`src/rtl/dt_pkg.sv`:
```
// Shared types and geometry for the 128x128 distance-transform sequencer.
package dt_pkg;

  typedef enum logic [1:0] {
    LOAD = 2'd0,
    FWD  = 2'd1,
    BWD  = 2'd2,
    FIN  = 2'd3
  } dt_state_t;

  localparam int IMG_W     = 128;
  localparam int ROM_WORDS = 1024;
  localparam int RES_AW    = 14;
  localparam int STI_AW    = 10;
  localparam int PIX_W     = 8;
  localparam int SLOT_LEN  = 17;

endpackage

```
`src/rtl/dt_loader.sv`:
```
// Unpacks 16-pixel ROM words into 8-bit result-RAM pixels, one 17-cycle slot per word.
// DT_BORDER_CLEAR_EN forces the outermost image ring to zero.
module dt_loader
  import dt_pkg::*;
(
  input  logic              clk,
  input  logic              reset,
  input  logic              run,
  output logic              sti_rd,
  output logic [STI_AW-1:0] sti_addr,
  input  logic [15:0]       sti_di,
  output logic [RES_AW-1:0] addr,
  output logic [PIX_W-1:0]  data,
  output logic              wr,
  output logic              load_done
);

  localparam logic [4:0]        LAST_SLOT = 5'(SLOT_LEN - 1);
  localparam logic [STI_AW-1:0] LAST_WORD = STI_AW'(ROM_WORDS - 1);
  localparam logic [6:0]        EDGE_MAX  = 7'(IMG_W - 1);

  logic [STI_AW-1:0] word;
  logic [4:0]        slot;
  logic [15:0]       held;
  logic [4:0]        k_ext;
  logic [3:0]        k;
  logic [15:0]       src;
  logic              pix;
  logic [6:0]        row;
  logic [6:0]        col;
  logic              border;

  always_ff @(posedge clk) begin
    if (!reset || !run || load_done) begin
      word <= '0;
      slot <= '0;
    end else if (slot == LAST_SLOT) begin
      slot <= '0;
      word <= word + 1'b1;
    end else begin
      slot <= slot + 1'b1;
    end
  end

  always_ff @(posedge clk) begin
    if (!reset) begin
      held <= '0;
    end else if (run && slot == 5'd1) begin
      held <= sti_di;
    end
  end

  // Slot cycle 1 writes straight from the ROM bus, before the latch holds the word.
  assign k_ext = slot - 5'd1;
  assign k     = k_ext[3:0];
  assign src   = (slot == 5'd1) ? sti_di : held;
  assign pix   = src[4'd15 - k];

  assign row = word[9:3];
  assign col = {word[2:0], k};
  assign border = (row == 7'd0) || (row == EDGE_MAX) || (col == 7'd0) || (col == EDGE_MAX);

  always_comb begin
    sti_rd    = run && (slot == 5'd0);
    sti_addr  = run ? word : '0;
    wr        = run && (slot != 5'd0);
    addr      = wr ? {word, k} : '0;
    data      = '0;
`ifdef DT_BORDER_CLEAR_EN
    if (wr) data = {{(PIX_W-1){1'b0}}, pix && !border};
`else
    if (wr) data = {{(PIX_W-1){1'b0}}, pix};
`endif
    load_done = wr && (word == LAST_WORD) && (slot == LAST_SLOT);
  end

endmodule

```
`src/rtl/dt_seq_ctrl.sv`:
```
// Top sequencer: LOAD -> FWD -> BWD -> FIN, owning the single result-RAM port.
// Optional build macro: DT_BORDER_CLEAR_EN (zero border during load).
module dt_seq_ctrl
  import dt_pkg::*;
(
  input  logic              clk,
  input  logic              reset,
  output logic              sti_rd,
  output logic [STI_AW-1:0] sti_addr,
  input  logic [15:0]       sti_di,
  output logic [RES_AW-1:0] res_addr,
  output logic              res_wr,
  output logic              res_rd,
  output logic [PIX_W-1:0]  res_do,
  output logic              fwd_start,
  output logic              bwd_start,
  input  logic [RES_AW-1:0] fwd_addr,
  input  logic [RES_AW-1:0] bwd_addr,
  input  logic              fwd_wr,
  input  logic              fwd_rd,
  input  logic              bwd_wr,
  input  logic              bwd_rd,
  input  logic [PIX_W-1:0]  fwd_do,
  input  logic [PIX_W-1:0]  bwd_do,
  input  logic              fwd_done,
  input  logic              bwd_done,
  output logic              done
);

  dt_state_t state_q, state_d;

  logic              ld_run;
  logic [RES_AW-1:0] ld_addr;
  logic [PIX_W-1:0]  ld_data;
  logic              ld_wr;
  logic              load_done;

  assign ld_run = reset && (state_q == LOAD);

  dt_loader u_loader (
    .clk       (clk),
    .reset     (reset),
    .run       (ld_run),
    .sti_rd    (sti_rd),
    .sti_addr  (sti_addr),
    .sti_di    (sti_di),
    .addr      (ld_addr),
    .data      (ld_data),
    .wr        (ld_wr),
    .load_done (load_done)
  );

  always_ff @(posedge clk) begin
    if (!reset) state_q <= LOAD;
    else        state_q <= state_d;
  end

  // Engine done pulses only count in their own state; anything else is ignored.
  always_comb begin
    state_d = state_q;
    case (state_q)
      LOAD:    if (load_done) state_d = FWD;
      FWD:     if (fwd_done)  state_d = BWD;
      BWD:     if (bwd_done)  state_d = FIN;
      FIN:     state_d = FIN;
      default: state_d = LOAD;
    endcase
  end

  // RAM port strobes (res_wr/res_rd) are single-cycle commands with address and
  // data valid in the same cycle; no back-pressure exists on this port.
  always_comb begin
    res_addr  = '0;
    res_wr    = 1'b0;
    res_rd    = 1'b0;
    res_do    = '0;
    fwd_start = 1'b0;
    bwd_start = 1'b0;
    done      = 1'b0;
    if (reset) begin
      case (state_q)
        LOAD: begin
          res_addr = ld_addr;
          res_wr   = ld_wr;
          res_do   = ld_data;
        end
        FWD: begin
          fwd_start = 1'b1;
          res_addr  = fwd_addr;
          res_wr    = fwd_wr;
          res_rd    = fwd_rd;
          res_do    = fwd_do;
        end
        BWD: begin
          bwd_start = 1'b1;
          res_addr  = bwd_addr;
          res_wr    = bwd_wr;
          res_rd    = bwd_rd;
          res_do    = bwd_do;
        end
        FIN:     done = 1'b1;
        default: done = 1'b0;
      endcase
    end
  end

endmodule

```
`config.mk`:
```
export PLATFORM = sky130hd
export DESIGN_NAME = dt_seq_ctrl
export DESIGN_NICKNAME = d
export VERILOG_FILES = /design/src/rtl/dt_pkg.sv /design/src/rtl/dt_loader.sv /design/src/rtl/dt_seq_ctrl.sv
export SDC_FILE = /design/constraint.sdc
export NUM_CORES = 1
export LEC_CHECK = 0
export ABC_CLOCK_PERIOD_IN_PS = 2520
export BUFFER_PORTS_ARGS = -buffer_cell sky130_fd_sc_hd__buf_4
export CORE_MARGIN = 5
export CORE_UTILIZATION = 49
export CTS_CLUSTER_SIZE = 24
export DETAILED_ROUTE_END_ITERATION = 6
export PLACE_DENSITY = 0.79
export SLEW_MARGIN = 10
export SYNTH_ARGS = -nofsm -noshare
export SYNTH_HDL_FRONTEND = slang
export SYNTH_HIERARCHICAL = 1
export SYNTH_SLANG_ARGS = --single-unit
```
`constraint.sdc`:
```
create_clock -name clk -period 2.52 [get_ports clk]
set_input_delay 0 -clock clk [delete_from_list [all_inputs] [get_ports clk]]
set_output_delay 0 -clock clk [all_outputs]
set_load 0.02 [all_outputs]
```
======== Yosys cells after proc, flatten, opt, wreduce, memory -nomap -nowiden ========
Cells that the tools add are included.
storage, ports and cells
  bits in registers ....................... 33
  bits of input ports ..................... 68
operators by class
  equality and inequality tests ........... 9
  muxes and demuxes ....................... 24
  $add $sub $neg .......................... 4
  reductions and logical operators ........ 15
  magnitude comparators ................... 1
operators by type and width
  operator               number
  $pmux 14 s3            1
  $mux 14                2
  $pmux 8 s3             1
  $mux 16                1
  $add 10x1->10 const B  1
  $eq 10x10->1 const B   1
  $mux 1                 10
  $mux 10                1
  $mux 8                 1
  $pmux 2 s4             1
  $logic_and 1x1->1      6
  $mux 2                 3
  $add 5x1->5 const B    1
  $eq 5x1->1 const B     1
  $eq 5x5->1 const B     1
  $logic_not 5->1        1
  $lt 4x5->1 const B     1
  $reduce_bool 5->1      1
  $bmux 1 s4             1
  $eq 2x2->1 const B     2
  $ne 2x2->1 const B     2
  $sub 4x1->4 const B    1
  $sub 4x4->4 const A    1
  $pmux 1 s3             1
  other kinds (8)        10

======== Depth between registers and ports, before layout ========
Gate-level depths: netlist of run 1.
  depth after elaboration ................. 7
  mapped depth ............................ 12

======== Cells and area by module ========
The synthesis of run 1 kept the hierarchy.
by module, submodules not included
  module       cells an instance  times used  area an instance (um^2)
  dt_loader    229                1           1880.6
  dt_seq_ctrl  85                 1           639.4

======== Worst setup path before layout of run 1 ========
No wires, ideal clock.
  path kind ............................... register to output
  from .................................... reg u_loader.slot[0]
  to ...................................... out res_do[0]
  stages on the path, launching flop included .. 8
  setup slack ............................. 0.265 ns
  arrival time ............................ 2.255 ns
  required time ........................... 2.520 ns
  cell sequence ........................... dfxtp_1 > ha_1 > nor4b_4 > mux4_1 > o311ai_0 > o2bb2ai_1 > a222oi_1 > nor2_1
between the ends
  cells in the longest elaborated chain, start to end .. 7
  elaborated cells between the ends (all ways) .. 11
  those cells by class .................... 2 x add/sub; 1 x eq/ne; 6 x mux; 2 x reduce/logical
RTL lines
  item                                       RTL line                          text
  start, declared                            dt_loader.sv:23                   logic [4:0] slot;
  start signal, assigned                     dt_loader.sv:41                   slot <= slot + 1'b1;
  $sub 4x1->4 or $eq 5x1->1 (tied branches)  dt_loader.sv:54, dt_loader.sv:56
  $sub 4x4->4 or $mux 16 (tied branches)     dt_loader.sv:57, dt_loader.sv:56
  $bmux 1 s4                                 dt_loader.sv:57                   assign pix = src[4'd15 - k];
  $mux 1 (implied by the code)               dt_loader.sv:57
  $mux 1 *                                   dt_loader.sv:72                   if (wr) data = {{(PIX_W-1){1'b0}}, pix};
  via ld_data[0]                             dt_seq_ctrl.sv:34                 logic [PIX_W-1:0] ld_data;
  $pmux 8 s3 *                               dt_seq_ctrl.sv:81                 case (state_q)
  $mux 8 *                                   dt_seq_ctrl.sv:80                 if (reset) begin
  end, declared                              dt_seq_ctrl.sv:14                 output logic [PIX_W-1:0] res_do,
Mark *: on every way through the listed nets, which the timed path passes. The rest lies on a longest branch. The select of a mux whose other input is x is not followed.

======== Final worst setup path of run 1 ========
Same ends and word-level chain as after synthesis.

==> impl_metrics.json, run 1 <==
{
  "slew_headroom_pct": 37.18,
  "synthToLayoutAreaGrowth_pct": 43.00,
  "dp_hpwl_um": 5622,
  "crit_required_ns": 2.52,
  "io_pins": 106,
  "hold_depth": 3,
  "clock_tree.buffer_depth": 2,
  "cts_tree": "yes",
  "grt_use_met3_pct": 3.838,
  "preCtsSetupSlack_ns": 0.1406,
  "cts_max_level": 2,
  "hold_viol": 0,
  "drtAntennaViolNets": 0,
  "violations": "design-rule violations",
  "grt_pass1_vias": 2634,
  "die_h_um": 81.71,
  "min_from": "fwd_done",
  "cap_violations": 0,
  "start_util_pct": 49.98,
  "cp_cell_sequence": "ha_4, nor4b_4, mux4_1, o311ai_2, o2bb2ai_2, a222oi_1, nor2_1, buf_4",
  "fin_crit_ns": 2.507,
  "path_max_fanout": 4,
  "yosys_warnings": 6,
  "ys_seq_area_share_pct": 26.22,
  "min_to": "state_q[0]$_SDFFE_PN0P_",
  "grtUsageTotal_pct": 22.85,
  "r2r_start": "u_loader/slot[0]$_SDFF_PP0_",
  "path_class": "reg2out",
  "fmax_mhz": 398.9,
  "arrival_ns": 2.51,
  "yosys.area.top_type_share_pct": 26.22,
  "use_met1_pct": 29.39,
  "power.density_nw_per_um2": 336.8,
  "start_kind": "flop",
  "gr-total-overflow": 0,
  "tightestPinTransition_ns": 0.9423,
  "synth_cell_types": 47,
  "clock_latency_ns": 0.28,
  "antenna_found_initial": 0,
  "drive_above_1_share_pct": 34.18,
  "cts_sinks": 33,
  "drt_wl_total_um": 7766,
  "routed-via-count": 2832,
  "drc_errors": 2,
  "drtIter0Drc": 344,
  "synth-edff-count": 0,
  "r2r_slack_ns": 0.36,
  "status": "finished with violations",
  "dieWidth_um": 81.71,
  "core_sq_um": 5042,
  "root_buffer": "clkbuf_8",
  "grt-busiest-layer": "met2",
  "ys_top_cells_by_area": "dfxtp_1 (26%), a222oi_1 (9.1%), nand2_1 (7.0%)",
  "synthCells": 314,
  "end_kind": "primary output",
  "async_reset_ff_share_pct": 0,
  "reg2reg_depth": 6,
  "rows": 26,
  "hold_path_class": "in2reg",
  "synth_seq_cells": 33,
  "rsz0062_at_grt": "yes",
  "fin_skew_ns": 0.002334,
  "drt_first_pass_iters": 7,
  "r2r-end": "u_loader/held[9]$_SDFFE_PN0P_",
  "portBuffers": 105,
  "ir_drop_mv": 0.3488,
  "period_share_pct": 99.48,
  "final_max_slew_viol_count": 0,
  "leakagePower_nw": 1.590,
  "clk_pin_slew_ns": 0.07,
  "grt_use_met2_pct": 38.60,
  "gp_congestion": 0.8282,
  "synth_ff_type": "dfxtp_1",
  "diodes": 0,
  "synth_top_cell_by_area": "dfxtp_1",
  "cp_slowest_cell": "mux4_1",
  "final-setup-viol-count": 0,
  "syn_avg_cell_area_sq_um": 8.025,
  "fin_ws_ns": 0.01298,
  "final_nets": 509,
  "dieArea_sq_um": 6677,
  "grt_max_degree": 27,
  "p_total_mw": 1.214,
  "syn-cell-area_sq_um": 2520,
  "wl_per_cell_um": 15.44,
  "post_drt_via_cell_ratio": 5.630,
  "slowest_delay_ns": 0.62,
  "cts_buffers": 5,
  "grt_first_pass_wirelength_um": 12190
}
[how the worst max path moves through the flow]
| stage | start | endpoint | slack (ns) | cells past startpoint |
|---|---|---|---|---|
| floorplan | u_loader/slot[0]$_SDFF_PP0_ | res_do[0] | 0.27 | 7 |
| global placement | u_loader/slot[0]$_SDFF_PP0_ | res_do[0] | 0.17 | 8 |
| detailed placement | u_loader/slot[0]$_SDFF_PP0_ | res_do[0] | 0.14 | 10 |
| CTS | u_loader/slot[1]$_SDFF_PP0_ | res_do[0] | -0.02 | 11 |
| global route | u_loader/slot[0]$_SDFF_PP0_ | res_do[0] | -0.13 | 10 |
| finish | u_loader/slot[0]$_SDFF_PP0_ | res_do[0] | 0.01 | 8 |
[sequential cells by signal (all words and copies together), names as in the netlist]
name and count:
u_loader/held 16, u_loader/word 10, u_loader/slot 5, state_q 2
[cell usage in the layout (no fill, tap or decap), types with 9 or more instances in the layout]
master / count
nand3_1: 12
dlygate4sd3_1: 16
nand2_1: 46
and2_1: 15
inv_1: 9
dfxtp_1: 31
buf_4: 120
nor2_1: 44
a21boi_0: 16
a222oi_1: 23
[cells in the mapped netlist, types with 2 or more instances]
cell type and instances:
o2111ai_1 2, mux2i_1 6, buf_6 8, nor2_1 44
a21boi_0 17, ha_1 9, clkbuf_1 8, dfxtp_1 33
and2_1 15, inv_1 11, and3_1 8, and4_1 2
a21oi_1 2, buf_8 2, nand4_1 2, xor2_1 7
a41o_1 2, mux4_1 2, nand2b_1 3, a31oi_1 2
or3_1 3, a222oi_1 23, buf_2 4, o21ai_0 2
nand2_1 47, nor3_1 6, buf_4 8, xnor2_1 5
nand3_1 13
[layout make-up]
class	instances	area, sq um
multi-input cells	245	1658
well taps	70	87.58
clock inverters	3	17.52
fillers	374	1439
repair buffers	136	1061
inverters	11	45.04
clock buffers	5	68.82
flip-flops and latches	33	665.6
[through the flow]
step	cell area [sq um]	setup TNS, ns	hold slack [ns]	std cells	util [%]
floorplan	2542	0	0.1449	320	-
global placement	3273	0	0.2707	476	64.91
detailed placement	3273	0	0.2763	476	64.91
CTS	3583	-0.01865	0.06870	503	71.07
global route	3603	-0.1343	0.09815	503	71.46
finish	3603	0	0.07409	503	71.46
[what timing repair did]
item,4_1_cts,5_1_grt
buffers inserted,3,0
resized for setup,14,4
pin swaps,4,2
endpoints found under the setup margin,1,1
hold endpoints to repair,16,0
hold buffers,16,0
[power breakdown]
part           internal [mW]  total, mW  switching [mW]
combinational          0.158      0.284           0.126
clock                  0.190      0.392           0.202
sequential             0.530      0.537         0.00699
total                  0.879       1.21           0.334
[layer usage]
layer  vias up  share of wire (%)
li1       1350                  -
met1      1328                 39
met2       142                 50
met3        12                9.2
met4         0                1.8
met5         -                  0
[kinds of logic after synthesis]
kind of cell,after synthesis,synth area share (%)
other,1,0.1488
adders and majority gates,9,4.469
buffers and inverters,42,10.97
AOI/OAI and AO/OA,57,19.22
xor gates and xnor gates,12,4.171
and+or+nand+nor,151,29.44
DFF,33,26.22
muxes,9,5.362
[critical path: cells and delay by family (launching register included)]
family / cells / cell delay (ns)
multiplexers: 1 / 0.62
AO/OA/AOI/OAI: 3 / 0.60
flip-flops: 1 / 0.40
AND/OR/NAND/NOR: 2 / 0.31
buffers and inverters: 1 / 0.17
adder cells (fa/ha/maj): 1 / 0.14
Power figures use the tool's default switching activity.
==> run 2, diff against run 1 <==
GPL_TIMING_DRIVEN = 0   (was default)
==> impl_metrics.json, run 2 (synthesized netlist as in run 1, its figures left out) <==
{
  "cp_slowest_cell": "mux4_2",
  "wl_per_cell_um": 15.65,
  "grt_max_degree": 11,
  "drt_wl_total_um": 8198,
  "final_nets": 531,
  "clock_latency_ns": 0.29,
  "power.density_nw_per_um2": 328.7,
  "utilization_pct": 75.01,
  "cts_sinks": 33,
  "drc_errors": 3,
  "io_pins": 106,
  "path_common_cell": "buf_4",
  "cts_max_level": 2,
  "start_kind": "flop",
  "hold_viol": 0,
  "cp_num_buf_inv": 3,
  "antenna_found_initial": 0,
  "tightestPinTransition_ns": 0.5984,
  "p_total_mw": 1.243,
  "post_drt_via_cell_ratio": 5.490,
  "rsz0062_at_grt": "yes",
  "mostFrequentLayoutCell": "buf_4",
  "fin_ws_ns": -0.1035,
  "use_met1_pct": 29.84,
  "multiInputGateArea_sq_um": 1650,
  "rows": 26,
  "diodes": 0,
  "num-fill-cells": 389,
  "cap_violations": 0,
  "reg.largest.list": "u_loader/held x16, u_loader/word x10, u_loader/slot x5",
  "portBuffers": 105,
  "grt_use_met3_pct": 5.263,
  "dieWidth_um": 81.71,
  "placed_area_sq_um": 3418,
  "grt-busiest-layer": "met2",
  "r2r_slack_ns": 0.23,
  "path_class": "reg2out",
  "fin_crit_ns": 2.624,
  "holdWs_ns": 0.02280,
  "core_sq_um": 5042,
  "leakagePower_nw": 1.693,
  "seqCellArea_sq_um": 673.1,
  "mostFrequentLayoutCells": "buf_4 (121), nand2_1 (45), nor2_1 (44), dfxtp_1 (29), a222oi_1 (23)",
  "stdcell_count": 524,
  "dieArea_sq_um": 6677,
  "gp_congestion": 0.8384,
  "largest_register_ffs": 16,
  "drt_first_pass_iters": 7,
  "start_util_pct": 49.98,
  "grtUsageTotal_pct": 24.24,
  "path_max_fanout": 4,
  "cp_cell_sequence": "inv_2, ha_4, nor4b_4, buf_4, mux4_2, nand2_1, nand3_2, o2bb2ai_2, a222oi_1, nor2_1, buf_4",
  "dp_hpwl_um": 6018,
  "cts_tree": "yes",
  "fmax_mhz": 381.2,
  "preCtsSetupSlack_ns": -0.2853,
  "drtAntennaViolNets": 0,
  "end_kind": "primary output",
  "grt_pass1_vias": 2716,
  "clk_pin_slew_ns": 0.07,
  "fin_skew_ns": 0.005284,
  "largest_register": "u_loader/held",
  "violations": "design-rule violations, negative setup slack",
  "hold_path_class": "in2reg",
  "synthToLayoutAreaGrowth_pct": 50.10,
  "root_buffer": "clkbuf_8",
  "final-setup-viol-count": 1,
  "slew_headroom_pct": 59.82,
  "gr-total-overflow": 0,
  "clock_tree.buffer_depth": 2,
  "final_max_slew_viol_count": 0,
  "drive_above_1_share_pct": 36.34,
  "slowest_delay_ns": 0.50,
  "grt_first_pass_wirelength_um": 12850,
  "final_cell_area_sq_um": 3782,
  "drtIter0Drc": 373,
  "arrival_ns": 2.62,
  "cts_buffers": 5,
  "ir_drop_mv": 0.3113,
  "placedCellCount": 495,
  "die_h_um": 81.71,
  "period_share_pct": 104.1,
  "cp_top_family": "simple AND/OR/NAND/NOR gates",
  "routed-via-count": 2877,
  "crit_required_ns": 2.52,
  "fin_setup_tns_ns": -0.1035,
  "grt_use_met2_pct": 41.94,
  "status": "finished with violations"
}
[run 2: report_power, final]
group | switching [mW] | internal [mW]
clock network | 0.193 | 0.216
registers | 0.00667 | 0.528
logic | 0.132 | 0.168
[run 2: worst paths after layout]
check | from | end | cells past startpoint
min | reset | u_loader/held[14]$_SDFFE_PN0P_ | 2
max reg2reg | state_q[0]$_SDFFE_PN0P_ | u_loader/held[1]$_SDFFE_PN0P_ | 10
max | u_loader/slot[1]$_SDFF_PP0_ | res_do[0] | 11
min reg2reg | u_loader/held[7]$_SDFFE_PN0P_ | u_loader/held[7]$_SDFFE_PN0P_ | 2
[run 2: worst register-to-register path: stages, from the launching register on]
cell,delay (ns)
dfxtp_4,0.36
inv_1,0.06
ha_1,0.19
buf_2,0.17
buf_4,0.18
and2_4,0.17
clkbuf_2,0.17
nand2_1,0.22
clkbuf_1,0.41
nand2_1,0.11
a21boi_0,0.18
[run 2: layout make-up]
| type | count | share of cell area, % |
|---|---|---|
| multi-input cells | 245 | 43.63 |
| repair buffers | 128 | 26.46 |
| flip-flops and latches | 33 | 17.80 |
| plain buffers | 30 | 6.219 |
| well taps | 70 | 2.316 |
| clock buffers | 6 | 2.183 |
| inverters | 11 | 1.191 |
| clock inverters | 1 | 0.1985 |
[run 2: what timing repair did]
action                     in CTS  in global routing
hold endpoints to repair       16                  0
resized for setup              17                  9
hold buffers                   16                  0
buffers inserted                6                  1
pin swaps                       4                  5
setup endpoints to repair       3                 17
[run 2: layer usage]
layer / part of all wire [%] / wire length (um)
met1: 39 / 3223
met5: 0 / 0
met3: 8.7 / 713
met2: 51 / 4146
met4: 1.4 / 115
